--- src/rtl/reset_sequencer.sv ---
// Board-level reset sequencer. It waits for a stable PLL lock, then releases the
// ADC, DSP and host resets in order, and drops all three on lock loss or soft reset.
module reset_sequencer #(
    parameter int HOLD_CYCLES = 16,
    parameter int LOCK_CYCLES = 1024,
    parameter int STAGE_DELAY = 256
) (
    input  logic       clock,
    input  logic       reset,
    input  logic       pll_locked,
    input  logic       soft_reset,
    output logic       adc_rst_n,
    output logic       dsp_rst_n,
    output logic       host_rst_n,
    output logic       ready,
    output logic [2:0] state,
    output logic [7:0] fault_count
);

    localparam int MAX_HL = (HOLD_CYCLES > LOCK_CYCLES) ? HOLD_CYCLES : LOCK_CYCLES;
    localparam int MAX_P  = (MAX_HL > STAGE_DELAY) ? MAX_HL : STAGE_DELAY;
    localparam int CNT_W  = $clog2(MAX_P);

    localparam logic [CNT_W-1:0] HOLD_LAST  = CNT_W'(HOLD_CYCLES - 1);
    localparam logic [CNT_W-1:0] LOCK_LAST  = CNT_W'(LOCK_CYCLES - 1);
    localparam logic [CNT_W-1:0] STAGE_LAST = CNT_W'(STAGE_DELAY - 1);

    typedef enum logic [2:0] {
        ST_HOLD      = 3'd0,
        ST_WAIT_LOCK = 3'd1,
        ST_REL_ADC   = 3'd2,
        ST_REL_DSP   = 3'd3,
        ST_REL_HOST  = 3'd4,
        ST_RUN       = 3'd5
    } state_t;

    state_t           state_q, state_d;
    logic [CNT_W-1:0] cnt_q, cnt_d;
    logic [1:0]       sync_q, sync_d;
    logic [7:0]       fault_q, fault_d;
    logic             adc_q, adc_d;
    logic             dsp_q, dsp_d;
    logic             host_q, host_d;
    logic             ready_q, ready_d;
    logic             pll_sync;
    logic             lock_abort;

    assign pll_sync = sync_q[1];

    // Next-state, counter, fault counter and output decode from the next state.
    always_comb begin
        sync_d  = {sync_q[0], pll_locked};
        state_d = state_q;
        cnt_d   = cnt_q;
        fault_d = fault_q;
        // Lock loss only aborts once lock has been accepted; it outranks soft_reset.
        lock_abort = !pll_sync && (state_q inside {ST_REL_ADC, ST_REL_DSP, ST_REL_HOST, ST_RUN});

        case (state_q)
            ST_HOLD: begin
                if (cnt_q == HOLD_LAST) state_d = ST_WAIT_LOCK;
                else                    state_d = ST_HOLD;
            end
            ST_WAIT_LOCK: begin
                if (soft_reset)                          state_d = ST_HOLD;
                else if (pll_sync && cnt_q == LOCK_LAST) state_d = ST_REL_ADC;
                else                                     state_d = ST_WAIT_LOCK;
            end
            ST_REL_ADC: begin
                if (lock_abort || soft_reset) state_d = ST_HOLD;
                else if (cnt_q == STAGE_LAST) state_d = ST_REL_DSP;
                else                          state_d = ST_REL_ADC;
            end
            ST_REL_DSP: begin
                if (lock_abort || soft_reset) state_d = ST_HOLD;
                else if (cnt_q == STAGE_LAST) state_d = ST_REL_HOST;
                else                          state_d = ST_REL_DSP;
            end
            ST_REL_HOST: begin
                if (lock_abort || soft_reset) state_d = ST_HOLD;
                else if (cnt_q == STAGE_LAST) state_d = ST_RUN;
                else                          state_d = ST_REL_HOST;
            end
            ST_RUN: begin
                if (lock_abort || soft_reset) state_d = ST_HOLD;
                else                          state_d = ST_RUN;
            end
            default: state_d = ST_HOLD;
        endcase

        // Every state exits at its terminal count, so the counter never wraps.
        if (state_d != state_q)                          cnt_d = '0;
        else if (state_q == ST_WAIT_LOCK && !pll_sync)   cnt_d = '0;
        else if (state_q == ST_RUN)                      cnt_d = cnt_q;
        else                                             cnt_d = cnt_q + CNT_W'(1);

        if (lock_abort && fault_q != 8'hFF) fault_d = fault_q + 8'd1;
        else                                fault_d = fault_q;

        adc_d   = (state_d inside {ST_REL_ADC, ST_REL_DSP, ST_REL_HOST, ST_RUN});
        dsp_d   = (state_d inside {ST_REL_DSP, ST_REL_HOST, ST_RUN});
        host_d  = (state_d inside {ST_REL_HOST, ST_RUN});
        ready_d = (state_d == ST_RUN);
    end

    // State, counter, synchronizer and registered outputs.
    always_ff @(posedge clock or negedge reset) begin
        if (!reset) begin
            state_q <= ST_HOLD;
            cnt_q   <= '0;
            sync_q  <= 2'b00;
            fault_q <= 8'd0;
            adc_q   <= 1'b0;
            dsp_q   <= 1'b0;
            host_q  <= 1'b0;
            ready_q <= 1'b0;
        end else begin
            state_q <= state_d;
            cnt_q   <= cnt_d;
            sync_q  <= sync_d;
            fault_q <= fault_d;
            adc_q   <= adc_d;
            dsp_q   <= dsp_d;
            host_q  <= host_d;
            ready_q <= ready_d;
        end
    end

    assign adc_rst_n   = adc_q;
    assign dsp_rst_n   = dsp_q;
    assign host_rst_n  = host_q;
    assign ready       = ready_q;
    assign state       = state_q;
    assign fault_count = fault_q;

endmodule

--- config.mk ---
export PLATFORM = sky130hd
export DESIGN_NAME = reset_sequencer
export DESIGN_NICKNAME = d
export VERILOG_FILES = /design/src/rtl/reset_sequencer.sv
export SDC_FILE = /design/constraint.sdc
export NUM_CORES = 1
export LEC_CHECK = 0
export BUFFER_PORTS_ARGS = -buffer_cell sky130_fd_sc_hd__buf_4
export CORE_MARGIN = 3
export CORE_UTILIZATION = 55
export CTS_CLUSTER_SIZE = 40
export DETAILED_ROUTE_END_ITERATION = 6
export PLACE_DENSITY = 0.77
export SLEW_MARGIN = 20
export SYNTH_ARGS = -nofsm -noshare
export SYNTH_HDL_FRONTEND = slang
export SYNTH_SLANG_ARGS = --single-unit
export TNS_END_PERCENT = 5
--- constraint.sdc ---
create_clock -name clock -period 2.3 [get_ports clock]
set_input_delay 0.46 -clock clock [delete_from_list [all_inputs] [get_ports clock]]
set_output_delay 0.46 -clock clock [all_outputs]
set_load 0.05 [all_outputs]
==> impl_metrics.csv <==
group,metric,value,unit
pwr,p_per_area,718,nW/um^2
worst_setup_path,setup.worst_path.start_class,"register",
yosys,synthCells,128,
worst_setup_path,r2r.worst_path.cells,6,
yosys,synth-seq-area-share,48.2,%
drt,dr.first_iter.drc_count,23,
pwr,peakVddDrop,0.713,mV
worst_setup_path,worst_r2r_endpoint,"cnt_q[8]",
grt,gr-usage-all-layers,17.9,%
clocking,cts_tree,"done",
drt,routed_via_density,5.68,
yosys,synth_top_family_by_area,"simple AND/OR/NAND/NOR gates",
drt,top_layer,"met4",
worst_setup_path,end_kind,"register",
grt,grt_overflow,0,
placement,dpl.hpwl,1.95,mm
final_layout,final_layout_size_suffix_gt1_share,22.7,%
drt,wire_per_inst,14.6,um
die,ioPinCount,19,
worst_setup_path,cp.arrival,2.36,ns
final_layout,diodes,0,
yosys,synth_adder_area_share,1.79,%
yosys,syn_avg_cell_area,10.9,sq um
drt,wl_met3,105,um
yosys,ys_top_cells_by_area,"dfrtp_1 (48%), xor2_1 (6.3%), and2_1 (5.4%)",
final_layout,nFillCells,190,
clocking,root_buffer,"clkbuf_4",
sta,hold_violations,0,
worst_setup_path,cp.buffers_inverters,0,
drt,drc,0,
yosys,synthArstFlopShare,100,%
clocking,htreeDepth,1,
worst_setup_path,critical_path.slowest_cell,"or4_4",
placement,gp_congestion,0.886,
clocking,cts_setup_buffers,0,
clocking,clk_pin_slew_worst_paths,0.14,ns
grt,grt_max_degree,28,
worst_setup_path,slowest_delay,0.56,ns
outcome,status,"finished clean",
die,core,2320,sq um
yosys,yosysWarnings,0,
sta,final_max_slew_viol_count,0,
die,die_area,3190,sq um
worst_setup_path,required,2.51,ns
grt,grt_pass1_wl,4.54,mm
clocking,cts_num_sinks,27,
yosys,synthSimpleGateAreaFrac,28.6,%
grt,antenna_found_initial,0,
sta,fin_skew,0.00635,ns
yosys,synth_xor_area_share,10.6,%
yosys,synth_top_area_cell,"dfrtp_1",
die,die_h,56.5,um
die,core.rowCount,17,
yosys,ys_ff_latch,27,
hold_path,hold_path_class,"in -> async",
placement,portBuffers,18,
yosys,synth_edf_count,0,
final_layout,synthToLayoutAreaGrowth,14.4,%
final_layout,final_nets,157,
yosys,synth_top_area_share,48.2,%
drt,wl_met1,1.18,mm
drt,ant_nets,0,
drt,dr_total_vias,1011,
worst_setup_path,r2r_start,"cnt_q[0]",
yosys,synth_compound_area_share,6.52,%
drt,drtPass1Iterations,4,
final_layout,final_core_util,69.1,%
worst_setup_path,criticalPathCategory,"reg -> reg",
yosys,yosys_most_used_dff,"dfrtp_1",
worst_setup_path,cp_max_fo,9,
drt,wirelength,2.59,mm
yosys,synthMuxAreaShare,2.32,%
worst_setup_path,r2r_setup_slack,0.15,ns
sta,layout_min_cycle_time,2.15,ns
grt,grt_pass1_vias,991,
sta,tightest_slew,0.472,ns
yosys,yosysUniqueCellTypes,35,
worst_setup_path,cpLargestDelayFamily,"simple AND/OR/NAND/NOR gates",
sta,rsz0062_at_grt,"false",
sta,slew_headroom,68.3,%
clocking,cts_buffers,3,
pwr,power.leakage,0.778,nW
drt,dr_wl_met2,1.28,mm
yosys,yosys-top-cells-count,"dfrtp_1 (27), and2_1 (12), nor2_1 (10), xor2_1 (10)",
yosys,yosysMostFrequentCell,"dfrtp_1",
die,die_x,56.5,um
sta,period_share,93.4,%
flow_run,max_cap_violations,0,
sta,fmax,466,MHz
die,start_util,60.4,%
sta,setup_violations,0,
sta,finalSetupTns,0,ns
worst_setup_path,crit_chain,"ha_1, or3b_1, or4_4, nand3_2, a211oi_4, and2_1",
clocking,clk_latency,0.31,ns
clocking,clock_path_buffers,2,
yosys,synth_fp_nets,134,
yosys,syn-cell-area,1400,sq um
-- metrics by stage --
stage                     hold WS (ns)  instance area, sq um  setup WS [ns]  total power, mW  instances
after floorplan                  0.164                  1400          0.175            0.861        128
after global placement           0.335                  1570          0.245            0.938        174
after detailed placement         0.340                  1570          0.180            0.959        174
after CTS                       0.0303                  1600          0.166             1.16        178
after global routing            0.0330                  1600         0.0298             1.24        178
final                           0.0282                  1600          0.152             1.15        178
-- flip-flops by register name, indices dropped and copies added, names as in the netlist --
signal / flops
host_rst_n: 1
adc_rst_n: 1
dsp_rst_n: 1
fault_count: 8
sync_q: 2
state: 3
cnt_q: 10
ready: 1
-- final cells by class --
class	instances	area [sq um]	area share, %
clock buffers	4	26.3	1.64
inverters	3	11.3	0.703
multi-input cells	96	704	43.9
flip-flops and latches	27	676	42.2
well taps	28	35.0	2.19
repair buffers	20	150	9.37
-- what timing repair did --
action,4_1_cts,5_1_grt
endpoints found under the setup margin,0,1
resized for setup,0,1
hold buffers,0,0
-- how the worst max path moves through the flow --
stage	cells after the start	to	from	slack, ns
after global placement	6	cnt_q[8]	cnt_q[0]	0.25
after floorplan	6	cnt_q[8]	state[2]	0.17
final	6	cnt_q[8]	cnt_q[0]	0.15
after CTS	6	cnt_q[8]	cnt_q[0]	0.17
after global routing	6	cnt_q[8]	cnt_q[0]	0.03
after detailed placement	6	cnt_q[8]	cnt_q[0]	0.18
-- cells in the final DEF, fill, tap and decap left out, types with 2 or more instances in the layout --
| master | instances |
|---|---|
| nand2b_1 | 4 |
| mux2_1 | 2 |
| and2_1 | 12 |
| nor4_2 | 3 |
| and4_1 | 2 |
| nand4b_1 | 2 |
| dfrtp_1 | 27 |
| clkbuf_4 | 3 |
| ha_1 | 2 |
| nand4_1 | 7 |
| a21oi_1 | 3 |
| nor2_1 | 10 |
| buf_4 | 20 |
| nor3_1 | 5 |
| xnor2_1 | 7 |
| nand2_1 | 6 |
| nand3_1 | 5 |
| inv_1 | 3 |
| xor2_1 | 10 |
-- logic make-up (layout without fill, tap and decap cells) --
kind of cell	Yosys count	count (layout)
mux	3	3
flops	27	27
compound gates	9	9
xor+xnor	17	17
simple gates	65	65
fa+ha+maj	2	2
buf+inv	5	27
-- routing by layer --
layer | track usage, % | vias up
li1 | - | 495
met1 | 25.3 | 496
met2 | 28.7 | 18
met3 | 2.30 | 2
met4 | 5.42 | 0
met5 | 0 | -
-- power by group --
| group | internal (mW) | switching (mW) |
|---|---|---|
| sequential | 0.533 | 0.0773 |
| clock | 0.0676 | 0.129 |
| combinational | 0.162 | 0.183 |
| total | 0.762 | 0.389 |
No activity file was read; power rests on OpenSTA's default activity.
